File: src/rtl/ling_sum_stage.sv
// Ling adder output stage: turns (p, g, h, cin) into sum/cout/ovf.
// The result is registered behind a 2-entry skid buffer so that in_ready
// comes straight from state and never from out_ready.
//
// state | meaning
// EMPTY | main register M invalid, nothing buffered
// ONE   | M valid (drives out_*), skid register S invalid
// FULL  | M and S both valid, upstream stalled

module ling_sum_stage #(
  parameter int WIDTH = 64
) (
  input  logic             clk,
  input  logic             rst_n,
  input  logic             in_valid,
  output logic             in_ready,
  input  logic [WIDTH-1:0] in_p,
  input  logic [WIDTH-1:0] in_g,
  input  logic [WIDTH-1:0] in_h,
  input  logic             in_cin,
  output logic             out_valid,
  input  logic             out_ready,
  output logic [WIDTH-1:0] out_sum,
  output logic             out_cout,
  output logic             out_ovf
);

  typedef enum logic [1:0] {
    EMPTY = 2'd0,
    ONE   = 2'd1,
    FULL  = 2'd2
  } state_t;

  state_t state, state_next;

  logic [WIDTH-1:0] t, c, sum_c;
  logic             cout_c, ovf_c;
  logic [WIDTH+1:0] res_c, m_data, s_data;
  logic             in_xfer, out_xfer;
  logic             load_m, load_s, move_s;

  // True carries from the Ling pseudo-carries: c[i] = t[i-1] & h[i],
  // where h[i] arrives on in_h[i-1].
  always_comb begin
    t = in_p | in_g;
    c = '0;
    c[0] = in_cin;
    for (int i = 1; i < WIDTH; i++) begin
      c[i] = t[i-1] & in_h[i-1];
    end
    sum_c  = in_p ^ c;
    cout_c = t[WIDTH-1] & in_h[WIDTH-1];
    ovf_c  = c[WIDTH-1] ^ cout_c;
    res_c  = {ovf_c, cout_c, sum_c};
  end

  // in_ready depends only on whether S is occupied, which is pure state.
  assign in_ready  = (state != FULL);
  assign out_valid = (state != EMPTY);
  assign in_xfer   = in_valid & in_ready;
  assign out_xfer  = out_valid & out_ready;

  // State register.
  always_ff @(posedge clk or negedge rst_n) begin
    if (!rst_n) state <= EMPTY;
    else        state <= state_next;
  end

  // Next-state and register load controls.
  always_comb begin
    state_next = state;
    load_m     = 1'b0;
    load_s     = 1'b0;
    move_s     = 1'b0;
    case (state)
      EMPTY: begin
        if (in_xfer) begin
          load_m     = 1'b1;
          state_next = ONE;
        end
      end
      ONE: begin
        if (in_xfer && out_xfer) begin
          load_m = 1'b1;
        end else if (out_xfer) begin
          state_next = EMPTY;
        end else if (in_xfer) begin
          load_s     = 1'b1;
          state_next = FULL;
        end
      end
      FULL: begin
        if (out_xfer) begin
          move_s     = 1'b1;
          state_next = ONE;
        end
      end
      default: state_next = EMPTY;
    endcase
  end

  // Result storage: M feeds the outputs, S holds the overflow entry.
  always_ff @(posedge clk or negedge rst_n) begin
    if (!rst_n) begin
      m_data <= '0;
      s_data <= '0;
    end else begin
      if (load_m)      m_data <= res_c;
      else if (move_s) m_data <= s_data;
      if (load_s)      s_data <= res_c;
    end
  end

  assign out_sum  = m_data[WIDTH-1:0];
  assign out_cout = m_data[WIDTH];
  assign out_ovf  = m_data[WIDTH+1];

endmodule

File: config.mk
export PLATFORM = sky130hd
export DESIGN_NAME = ling_sum_stage
export DESIGN_NICKNAME = d
export VERILOG_FILES = /design/src/rtl/ling_sum_stage.sv
export SDC_FILE = /design/constraint.sdc
export NUM_CORES = 1
export LEC_CHECK = 0
export BUFFER_PORTS_ARGS = -buffer_cell sky130_fd_sc_hd__buf_2
export CORE_UTILIZATION = 49
export DETAILED_ROUTE_END_ITERATION = 7
export PLACE_DENSITY = 0.85
export SETUP_SLACK_MARGIN = 0.2
export SLEW_MARGIN = 10
export SYNTH_ARGS = -nofsm -noshare
export SYNTH_HDL_FRONTEND = slang
export SYNTH_SLANG_ARGS = --single-unit
File: constraint.sdc
create_clock -name clk -period 1.7 [get_ports clk]
set_clock_uncertainty 0.05 [all_clocks]
set_input_delay 0.085 -clock clk [delete_from_list [all_inputs] [get_ports clk]]
set_output_delay 0.085 -clock clk [all_outputs]
set_load 0.05 [all_outputs]
**Yosys cells after proc, flatten, opt, wreduce, memory -nomap -nowiden**

Index checks and enable logic that the tools add are counted.

- Word-level logic and storage cells: 100
- Bits in latches: 0
- Memories: 0
- Bits in writable memories: 0
- Register bits after elaboration: 134
- Output and inout bits: 68
- Bits of input ports: 197
- Memory bits (read-only): 0

- Reduce and logical (&&, ||, !) cells: 5
- Add/sub/neg operators: 0
- Bitwise operators: 69
- Shift-type cells: 0
- Order comparisons: 0
- Muxes and demuxes: 16
- $mul: 0
- Equality and inequality tests: 7
- Divide/modulo/power cells: 0

Operators by type and width:

| cell | count |
|---|---|
| $mux W66 | 2 |
| $and A1 B1 Y1 | 66 |
| $or A64 B64 Y64 | 1 |
| $xor A64 B64 Y64 | 1 |
| $mux W2 | 5 |
| $ne A2 B2 Y1 const B | 4 |
| $mux W1 | 7 |
| $pmux W2 S3 | 1 |
| $reduce_and A4 Y1 | 1 |
| $reduce_bool A2 Y1 | 2 |
| $ne A3 B3 Y1 const B | 1 |
| $eq A2 B1 Y1 const B | 1 |
| $eq A2 B2 Y1 const B | 1 |
| $logic_not A2 Y1 | 1 |
| $pmux W1 S2 | 1 |
| $logic_and A1 B1 Y1 | 1 |
| $xor A1 B1 Y1 | 1 |

**Longest topological paths before layout**

Gate-level depths: netlist of run 1.

- Depth after elaboration: 6
- Mapped depth: 6
- Depth with buffers taken out: 3

**Least setup slack after synthesis of run 1**

OpenSTA, ideal clock, no wires.

- Path kind: flip-flop to flip-flop
- From: reg state[1]
- To: reg m_data[55]
- Library setup time: 0.086 ns
- Period minus slack after synthesis: 1.420 ns
- Slack: 0.280 ns
- Data required time: 1.564 ns
- Arrival: 1.285 ns
- Buffers on the path: 3
- Stages on the path, launching flop included: 7
- Cells stage by stage: dfrtp_1 -> and3b_1 -> buf_2 -> a21o_1 -> buf_6 -> buf_6 -> o221ai_2

- Word-level cells in the longest chain between the ends: 6
- Elaborated cells on any way between the ends: 15
- Classes of those cells: eq/ne: 3; mux: 6; bitwise: 2; reduce/logical: 4

Ends and longest elaborated chain:

| what | line | RTL |
|---|---|---|
| start: declaration | 34 | `state_t state, state_next;` |
| start signal: assignment | 66 | `else state <= state_next;` |
| $ne A2 B2 Y1 or $reduce_bool A2 Y1 (tied branches) | 58, 59 |  |
| $and A1 B1 Y1, on equally long branches | 60, 61 |  |
| $logic_and A1 B1 Y1 | 83 | `if (in_xfer && out_xfer) begin` |
| $mux W1 | 83 |  |
| $pmux W1 S2 | 75 | `case (state)` |
| $mux W66 or $reduce_bool A2 Y1 (tied branches) | - |  |
| end signal: assignment | 108 | `if (load_m) m_data <= res_c;` |
| end signal: assignment | 109 | `else if (move_s) m_data <= s_data;` |
| end: declaration | 38 | `logic [WIDTH+1:0] res_c, m_data, s_data;` |

Parallel ways exist; a longest one is shown, timed or not.
A chain may end at the register's enable or synchronous reset.

**Worst setup path in the final report of run 1**

- From: reg state[1]
- To: reg s_data[30]

- Word-level cells in the longest chain between the ends: 6
- Elaborated cells on any way between the ends: 10
- Classes of those cells: eq/ne: 2; mux: 4; bitwise: 2; reduce/logical: 2

Ends and longest elaborated chain:

| what | line | RTL |
|---|---|---|
| $ne A2 B2 Y1 | 58 | `assign in_ready = (state != FULL);` |
| $and A1 B1 Y1 | 60 | `assign in_xfer = in_valid & in_ready;` |
| $mux W1 | 87 | `end else if (in_xfer) begin` |
| $mux W1 | 85 | `end else if (out_xfer) begin` |
| $mux W1 | 83 |  |
| $mux W1 (*) | 75 |  |
| end signal: assignment | 110 | `if (load_s) s_data <= res_c;` |
| end: declaration | 38 |  |

Mark *: on every way between the ends. The rest lies on a longest branch, timed or not.

==> metrics.md, run 1 <==
| Metric | Value |
|---|---|
| Status | completed |
| Final core area utilization | 0.775 |
| Crit path max-delay cell type | dfrtp_2 |
| Largest cells by area after synthesis | dfrtp_1 51%, o221ai_2 12%, xor2_1 8.5% |
| Most used flip-flop cell after synthesis | dfrtp_1 |
| FFs w/ async S/R, synth | 1.00 |
| Max cap viols | 0 |
| Cell accounting for the most synthesized area | dfrtp_1 |
| CP Buf/Inv Count | 3 |
| WL met3 | around 1400 µm |
| DIE HEIGHT | roughly 120 µm |
| Wire per inst | about 18 µm |
| CTS H-tree lvls | 4 |
| PwrDens | around 1500 nW/µm² |
| Synth Register Bits | around 130 |
| Initial Util | 0.510 |
| Setup tns final | 0 ns |
| CTS root buf | clkbuf_16 |
| Yosys top cell area share | 0.515 |
| Dpl ws | ~0.074 ns |
| Crit Path Category | reg2reg |
| Nets | approximately 1200 |
| Clock transition at path regs | about 0.060 ns |
| Distinct cell type count after synthesis | 23 |
| Mapped cell area | roughly 6500 µm² |
| Crit path DAT | about 1.8 ns |
| Total Routing Usage GR | 0.263 |
| Placeable Area | roughly 13000 µm² |
| Largest net degree at the start of global routing | 44 |
| Die Span X | between 100 and 150 µm |
| Critical Path RT | approximately 2.0 ns |
| Crit-path cells | nor4bb_4 -> buf_6 -> buf_12 -> buf_12 -> nor2_1 -> a21oi_1 |
| Top delay family on crit path | buffers and inverters |
| RSZ-0062 raised after global routing | yes |
| VDD IR max | about 0.94 mV |
| Crit-path max FO | 6 |
| Most frequent cell after synthesis | dfrtp_1 |
| IO Port Bufs | about 260 |
| Slew margin rel. | 0.678 |
| Pleak | approximately 4.5 nW |
| Die area | 13800 µm² |
| Most common cell on crit path | buf_12 |
| Inserted Clock Buffers | 17 |
| Tot Pwr | roughly 14 mW |
| Share of cells above drive strength 1 | 0.470 |
| Crit. End Element | flip-flop |
| Antenna Cells | 0 |
| Initial antenna violation count | 0 |
| Finish-stage setup viols | 0 |
| Max Root-Sink Buffers | 2 |
| Avg Cell Area, Syn | ~10 µm² |
| Max-slew violation count | 0 |
| YS warnings | 0 |
| Final WS setup | around 0.15 ns |
| Register area share after synthesis | 0.515 |
| Routed wire length | 20300 µm |
| Drt drc | 0 |
| Max Fclk | around 650 MHz |
| Routed Antenna Nets | 0 |
| Fin. Hold Viols | 0 |
| CP Launch Type | flip-flop |
| Total gr overflow | 0 |
| Vias per cell | approximately 5.4 |
| Num rows | ~40 |
| Total number of vias | roughly 6200 |
| Crit-path max cell delay | ~0.44 ns |
| Synth cell count leaders | 134 x dfrtp_1, 68 x nand2_1, 67 x a21oi_1 |
| Pre-antenna DRT Iters | 5 |
| Metal-1 WL | 7690 µm |
| Number of synthesized flops with an enable pin | 0 |
| HP Class | in2reg |
| Period minus WS final | about 1.5 ns |
| Mapped Cells | 643 |
| Max Used Layer | met4 |
| Num Clock Sinks | about 130 |
| Worst-margin pin slew | 0.478 ns |
| Final period util | 0.910 |
| 1st-iter DRT viols | just over 400 |
| DP HPWL | 11100 µm |
| Synth-to-Final Area Change | 52.1% |
| Ports | approximately 270 |
| CTS tree | done |
| Vias in the first global route | 5819 |
| DR WL met2 | between 10000 and 15000 µm |
| Syn_nets | 840 |
| Clock Latency Late Sink | slightly above 0.4 ns |
| GPL Wtd Cong | 0.794 |
| First-pass GRT wire length | 27200 µm |
==> flip-flops by register name (all words and copies together), names as in the netlist <==
register,count
m_data,66
s_data,66
state,2
==> area by class of cell <==
| cell class | count | area [µm²] |
|---|---|---|
| fillers | 756 | 2870 |
| inverters | 66 | 248 |
| repair buffers | 338 | 2420 |
| clock inverters | 12 | 154 |
| well taps | 172 | 215 |
| multi-input cells | 406 | 3060 |
| clock buffers | 20 | 447 |
| flip-flops and latches | 134 | 3360 |
==> cell usage in the layout (no fill, tap or decap), types with 10 or more instances in the layout <==
master / n
buf_12: 15
nor2_1: 44
buf_2: 261
nand2_1: 67
o221ai_2: 50
xor2_1: 63
nor2_4: 10
dfrtp_1: 132
nor2_2: 11
a21oi_2: 44
o21ai_0: 64
o221ai_1: 15
clkbuf_16: 28
a21oi_1: 18
inv_1: 66
dlygate4sd3_1: 37
==> metal layers <==
metal	GRT usage	up-vias
met5	0	-
met4	0.105	0
met3	0.0602	44
met2	0.496	318
met1	0.281	2969
li1	-	2859
==> kinds of logic (layout without fill, tap and decap cells) <==
logic type             count (synthesis)  count (layout)  share of synthesized area
buffers and inverters                103             436                     0.0703
multiplexers                           3               3                    0.00461
AND/OR/NAND/NOR                      139             139                     0.0834
AO/OA/AOI/OAI                        199             199                      0.239
XOR/XNOR                              65              65                     0.0874
flip-flops                           134             134                      0.515
==> final timing paths <==
check / from / end / slack (ns) / cells past startpoint
worst max-delay path: state[1] / s_data[30] / 0.15 / 6
min in group asynchronous: rst_n / s_data[10] / 0.11 / 2
worst max register to register: state[1] / s_data[30] / 0.15 / 6
max in group asynchronous: rst_n / s_data[62] / 0.88 / 3
worst min-delay path: in_p[52] / s_data[52] / 0.008 / 3
worst min register to register: s_data[47] / m_data[47] / 0.43 / 2
==> power breakdown <==
part	total (mW)	internal [mW]	switching, mW
combinational	5.70	1.96	3.74
clock	3.71	2.34	1.37
sequential	5.05	4.33	0.718
==> what timing repair did <==
item,CTS,global route
hold endpoints to repair,185,0
endpoints found under the setup margin,131,134
setup buffers,3,3
hold buffers,37,0
gates cloned,2,14
resized for setup,6,102
pin swaps,1,3
==> metrics by stage <==
stage,instances,hold WS (ns),area (µm²)
floorplan,643,-0.261,6510
global placement,1057,-0.0609,8130
detailed placement,1057,-0.0596,8130
CTS,1131,0.00159,9200
global route,1148,0.00378,9900
finish,1148,0.00754,9900
==> tightest hold or removal path, cell delays in order <==
cell	delay [ns]
buf_2	0.10
xor2_1	0.09
a21oi_2	0.14
Power figures use the tool's default switching activity.
==> run 2, diff against run 1 <==
--- a/config.mk
+++ b/config.mk
@@ -6,9 +6,10 @@
 export NUM_CORES = 1
 export LEC_CHECK = 0
 export BUFFER_PORTS_ARGS = -buffer_cell sky130_fd_sc_hd__buf_2
-export CORE_UTILIZATION = 49
+export CORE_UTILIZATION = 50
+export CTS_BUF_LIST = sky130_fd_sc_hd__clkbuf_4 sky130_fd_sc_hd__clkbuf_8
 export DETAILED_ROUTE_END_ITERATION = 7
-export PLACE_DENSITY = 0.85
+export PLACE_DENSITY = 0.86
 export SETUP_SLACK_MARGIN = 0.2
 export SLEW_MARGIN = 10
 export SYNTH_ARGS = -nofsm -noshare
==> metrics.md, run 2 (synthesis results as in run 1) <==
| Metric | Value |
|---|---|
| Vias in the first global route | 6456 (was 5819) |
| Crit path DAT | 1.90 ns (was 1.82 ns) |
| Crit-path cells | nor4bb_4 -> buf_6 -> clkbuf_16 -> buf_12 -> nor2_2 -> a21oi_1 (was nor4bb_4 -> buf_6 -> buf_12 -> buf_12 -> nor2_1 -> a21oi_1) |
| Synth-to-Final Area Change | 55.3% (was 52.1%) |
| FILL cells | 721 (was 756) |
| Largest net degree at the start of global routing | 51 (was 44) |
| Die area | 13500 µm² (was 13800 µm²) |
| IO Port Bufs | 264 (unchanged) |
| CTS root buf | clkbuf_8 (was clkbuf_16) |
| First-pass GRT wire length | 30300 µm (was 27200 µm) |
| RSZ-0062 raised after global routing | yes (unchanged) |
| Finish-stage setup viols | 0 (unchanged) |
| Die Span X | 116 µm (was 117 µm) |
| Ports | 265 (unchanged) |
| DP HPWL | 10800 µm (was 11100 µm) |
| Final core area utilization | 0.798 (was 0.775) |
| Initial Util | 0.514 (was 0.510) |
| Final Cell Area | 10100 µm² (was 9900 µm²) |
| Dpl cell area | 8110 µm² (was 8130 µm²) |
| Setup tns final | 0 ns (unchanged) |
| Routed wire length | 22400 µm (was 20300 µm) |
| Slew margin rel. | 0.651 (was 0.678) |
| Crit Path Category | reg2reg (unchanged) |
| Worst-margin pin slew | 0.518 ns (was 0.478 ns) |
| Clock transition at path regs | 0.07 ns (was 0.06 ns) |
| Biggest regs | m_data: 66 flops, s_data: 66 flops, state: 2 flops (unchanged) |
| GPL Wtd Cong | 0.825 (was 0.794) |
| Period minus WS final | 1.58 ns (was 1.55 ns) |
| Max-slew violation count | 0 (unchanged) |
| Max cap viols | 0 (unchanged) |
| Initial antenna violation count | 0 (unchanged) |
| Total number of vias | 6487 (was 6190) |
| Num Clock Sinks | 134 (unchanged) |
| Clock Latency Late Sink | 0.45 ns (was 0.41 ns) |
| Most frequent cells in the layout | 262 x buf_2, 132 x dfrtp_1, 68 x dlygate4sd3_1 (was 261 x buf_2, 132 x dfrtp_1, 67 x nand2_1) |
| Drt drc | 0 (unchanged) |
| Final period util | 0.930 (was 0.910) |
| CTS tree | done (unchanged) |
| Inserted Clock Buffers | 17 (unchanged) |
| Nets | 1196 (was 1160) |
| Crit. End Element | flip-flop (unchanged) |
| Total Routing Usage GR | 0.297 (was 0.263) |
| DIE HEIGHT | 116 µm (was 117 µm) |
| Max Fclk | 632 MHz (was 647 MHz) |
| Status | completed (unchanged) |
| Pleak | 4.60 nW (was 4.51 nW) |
| Fin. Hold Viols | 0 (unchanged) |
| CP Launch Type | flip-flop (unchanged) |
| HP Class | in2reg (unchanged) |
| Top delay family on crit path | buffers and inverters (unchanged) |
| CP Buf/Inv Count | 3 (unchanged) |
| Wire per inst | 19.0 µm (was 17.7 µm) |
| Total gr overflow | 0 (unchanged) |
| VDD IR max | 0.983 mV (was 0.941 mV) |
| DP Cell Count | 1056 (was 1057) |
| PwrDens | 1340 nW/µm² (was 1460 nW/µm²) |
| Crit-path max FO | 6 (unchanged) |
| Pre-antenna DRT Iters | 5 (unchanged) |
| Crit path max-delay cell type | dfrtp_2 (unchanged) |
| CTS H-tree lvls | 4 (unchanged) |
| Antenna Cells | 0 (unchanged) |
| Critical Path RT | 2.02 ns (was 1.97 ns) |
| Crit-path max cell delay | 0.45 ns (was 0.44 ns) |
| Share of cells above drive strength 1 | 0.463 (was 0.470) |
| Routed Antenna Nets | 0 (unchanged) |
| Vias per cell | 5.48 (was 5.39) |
| 1st-iter DRT viols | 602 (was 414) |
| Max Root-Sink Buffers | 2 (unchanged) |
| Leading cell type in the layout, fill and taps excluded | buf_2 (unchanged) |
| Num rows | 41 (unchanged) |
| Placeable Area | 12700 µm² (was 12800 µm²) |
| Final cell count without fillers | 1183 (was 1148) |
==> run 2: changes by cell type in the layout (fill, tap and decap cells not counted), moves of 12 or more <==
cell           delta
clkbuf_8         +18
dlygate4sd3_1    +31
nor2_1           -12
a21oi_1          +16
a21oi_2          -13
clkbuf_16        -14
==> run 2: per-stage QoR <==
stage	power (mW)	hold slack [ns]	setup WS [ns]
finish	13.6	0.0360	0.118
global route	14.2	0.0122	0.0288
CTS	12.6	0.000573	0.159
detailed placement	9.84	-0.0153	0.136
global placement	9.66	-0.0184	0.187
floorplan	8.47	-0.261	0.280
==> run 2: worst paths after layout <==
kind	startpoint	end	slack (ns)	cells past startpoint
worst max-delay path	state[1]	s_data[21]	0.12	6
worst min-delay path	in_h[59]	m_data[60]	0.04	4
worst min register to register	s_data[13]	m_data[13]	0.43	2
worst max register to register	state[1]	s_data[21]	0.12	6
max in group asynchronous	rst_n	m_data[25]	0.90	3
min in group asynchronous	rst_n	s_data[61]	0.09	2
==> run 2: report_power, final <==
part / leakage, nW / internal (mW) / switching, mW
Sequential: 1.56 / 4.32 / 0.776
Clock: 0.198 / 1.39 / 1.23
Combinational: 2.84 / 2.07 / 3.78
Total: 4.60 / 7.77 / 5.79
==> run 2: layout make-up <==
cell class | instances | area [µm²] | share of cell area
timing repair buffer | 374 | 2840 | 0.280
clock buffer | 21 | 277 | 0.0273
multi-input combinational | 406 | 3080 | 0.304
sequential | 134 | 3360 | 0.332
tap | 172 | 215 | 0.0213
inverter | 66 | 248 | 0.0245
clock inverter | 10 | 105 | 0.0104
==> run 2: layer usage <==
layer	wire length, µm	vias to the layer above	track usage
li1	-	2916	-
met1	7990	3118	0.332
met2	12100	372	0.524
met3	1490	81	0.0675
met4	814	0	0.165
met5	0	-	0
==> run 2: what timing repair did <==
action / CTS / global route
resized for setup: 7 / 104
gates cloned: 3 / 17
hold endpoints to repair: 264 / 0
hold buffers: 68 / 0
pin swaps: 1 / 3
endpoints found under the setup margin: 115 / 78
setup buffers: 4 / 4
==> run 2: tightest hold or removal path, cell delays in order <==
cell and delay, ns:
buf_2 0.09, o21ai_0 0.08, xor2_1 0.10, o221ai_2 0.14
==> run 3, diff against run 2 <==
--- a/config.mk
+++ b/config.mk
@@ -6,11 +6,11 @@
 export NUM_CORES = 1
 export LEC_CHECK = 0
 export BUFFER_PORTS_ARGS = -buffer_cell sky130_fd_sc_hd__buf_2
+export CORE_MARGIN = 10
 export CORE_UTILIZATION = 50
 export CTS_BUF_LIST = sky130_fd_sc_hd__clkbuf_4 sky130_fd_sc_hd__clkbuf_8
 export DETAILED_ROUTE_END_ITERATION = 7
 export PLACE_DENSITY = 0.86
-export SETUP_SLACK_MARGIN = 0.2
 export SLEW_MARGIN = 10
 export SYNTH_ARGS = -nofsm -noshare
 export SYNTH_HDL_FRONTEND = slang
==> metrics.md, run 3 (synthesis results as in run 1) <==
| Metric | Value |
|---|---|
| Status | completed (unchanged) |
| Switch share | 0.407 (was 0.427) |
| Biggest regs | m_data: 66 flops, s_data: 66 flops, state: 2 flops (unchanged) |
| Synth-to-Final Area Change | 43.8% (was 55.3%) |
| Die area | 18000 µm² (was 13500 µm²) |
| Setup tns final | 0 ns (unchanged) |
| Drt drc | 0 (unchanged) |
| Most frequent cells in the layout | 263 x buf_2, 134 x dfrtp_1, 70 x dlygate4sd3_1 (was 262 x buf_2, 132 x dfrtp_1, 68 x dlygate4sd3_1) |
| Final cell count without fillers | 1167 (was 1183) |
| Crit. End Element | output pin (was flip-flop) |
| Psw | 5.31 mW (was 5.79 mW) |
| Pint | 7.74 mW (was 7.77 mW) |
| Largest net degree at the start of global routing | 55 (was 51) |
| CP Launch Type | flip-flop (unchanged) |
| Period minus WS final | 1.63 ns (was 1.58 ns) |
| Num rows | 41 (unchanged) |
| Nets | 1178 (was 1196) |
| Crit path DAT | 1.49 ns (was 1.90 ns) |
| Fin. Hold Viols | 0 (unchanged) |
| Max Root-Sink Buffers | 2 (unchanged) |
| Clock Latency Late Sink | 0.43 ns (was 0.45 ns) |
| Initial antenna violation count | 1 (was 0) |
| RSZ-0062 raised after global routing | yes (unchanged) |
| Max Used Layer | met4 (unchanged) |
| First-pass GRT wire length | 33200 µm (was 30300 µm) |
| HP Class | in2reg (unchanged) |
| Crit Path Category | reg2out (was reg2reg) |
| DP Cell Count | 1062 (was 1056) |
| VDD IR max | 0.913 mV (was 0.983 mV) |
| Crit-path max FO | 5 (was 6) |
| Finish-stage setup viols | 0 (unchanged) |
| Routed Antenna Nets | 0 (unchanged) |
| Share of cells above drive strength 1 | 0.375 (was 0.463) |
| Die Span X | 134 µm (was 116 µm) |
| Critical Path RT | 1.56 ns (was 2.02 ns) |
| Final period util | 0.956 (was 0.930) |
| Sequential share of power | 0.377 (was 0.376) |
| Worst-margin pin slew | 0.428 ns (was 0.518 ns) |
| Initial Util | 0.514 (unchanged) |
| 1st-iter DRT viols | 443 (was 602) |
| DR WL met2 | 10800 µm (was 12100 µm) |
| WL met3 | 1840 µm (was 1490 µm) |
| Metal-1 WL | 7680 µm (was 7990 µm) |
| Pleak | 4.39 nW (was 4.60 nW) |
| Total number of vias | 6221 (was 6487) |
| PwrDens | 1390 nW/µm² (was 1340 nW/µm²) |
| Inserted Clock Buffers | 17 (unchanged) |
| Max-slew violation count | 0 (unchanged) |
| Placeable Area | 12700 µm² (unchanged) |
| Max cap viols | 0 (unchanged) |
| Total gr overflow | 0 (unchanged) |
| IO Port Bufs | 264 (unchanged) |
| Num Clock Sinks | 134 (unchanged) |
| Pre-antenna DRT Iters | 5 (unchanged) |
| Comb pwr share | 0.397 (was 0.431) |
| Ports | 265 (unchanged) |
| CTS root buf | clkbuf_8 (unchanged) |
| Leading cell type in the layout, fill and taps excluded | buf_2 (unchanged) |
| CTS tree | done (unchanged) |
| Clock group share of total power | 0.227 (was 0.193) |
| Vias in the first global route | 6775 (was 6456) |
| DIE HEIGHT | 134 µm (was 116 µm) |
| Slew margin rel. | 0.712 (was 0.651) |
| Routed wire length | 21100 µm (was 22400 µm) |
| Wire per inst | 18.1 µm (was 19.0 µm) |
| Vias per cell | 5.33 (was 5.48) |
| Max Fclk | 615 MHz (was 632 MHz) |
| GPL Wtd Cong | 0.951 (was 0.825) |
| Total Routing Usage GR | 0.229 (was 0.297) |
| Clock transition at path regs | 0.07 ns (about the same) |
| DP HPWL | 13700 µm (was 10800 µm) |
| CTS H-tree lvls | 4 (unchanged) |
==> run 3: cell types whose count changed in the layout (fill, tap and decap cells not counted), moves of 4 or more <==
cell / delta
clkbuf_16: -12
buf_12: -4
a21oi_2: -31
o221ai_2: -8
a21oi_1: +33
nor2_1: +33
nor2_2: -18
nor2_4: -15
o221ai_1: +8
==> run 3: layer usage <==
layer / GRT usage / vias up
li1: - / 2872
met1: 0.236 / 2981
met2: 0.398 / 302
met3: 0.0840 / 66
met4: 0.119 / 0
met5: 0 / -
==> run 3: layout make-up <==
class                      instances  area, µm²
antenna                            1       2.50
clock inverter                     9        148
fill                             832       3300
multi-input combinational        406       2730
inverter                          66        248
clock buffer                      23        298
tap                              172        215
sequential                       134       3350
timing repair buffer             356       2370
==> run 3: worst paths after layout <==
kind / from / end / slack [ns] / cells after the start
max: state[1] / out_valid / 0.07 / 3
min: in_h[47] / s_data[48] / 0.04 / 4
max reg2reg: state[1] / s_data[4] / 0.10 / 6
min reg2reg: s_data[16] / m_data[16] / 0.43 / 2
max in group asynchronous: rst_n / s_data[34] / 0.87 / 3
min in group asynchronous: rst_n / m_data[58] / 0.08 / 2
==> run 3: timing repair <==
action                     CTS  global route
setup endpoints to repair    0             3
hold endpoints to repair   258             0
setup buffers                0             0
hold buffers                70             0
gates resized for setup      0             1
==> run 3: stage by stage <==
stage / util / total power [mW] / setup WS, ns / hold WS, ns / instance area (µm²)
finish: 0.739 / 13.0 / 0.0746 / 0.0363 / 9370
global route: 0.739 / 13.8 / -0.00819 / 0.0339 / 9370
CTS: 0.734 / 13.0 / 0.0481 / 0.00487 / 9310
detailed placement: 0.644 / 9.92 / 0.118 / 0.00201 / 8160
global placement: 0.644 / 9.76 / 0.167 / -0.00339 / 8160
floorplan: - / 8.47 / 0.280 / -0.261 / 6510
==> run 3: power by group through the flow <==
stage	sequential, mW	clock (mW)	combinational, mW
2_1_floorplan	6.61	0	1.86
3_3_place_gp	4.89	0	4.87
3_5_place_dp	4.93	0	4.99
4_1_cts	4.89	2.99	5.13
5_1_grt	5.05	3.14	5.56
6_report	4.92	2.96	5.17
==> run 3: critical path, cell delays in order, from the launching register on <==
cell and delay [ns]:
dfrtp_1 0.39, buf_4 0.16, or2_2 0.28, buf_2 0.22
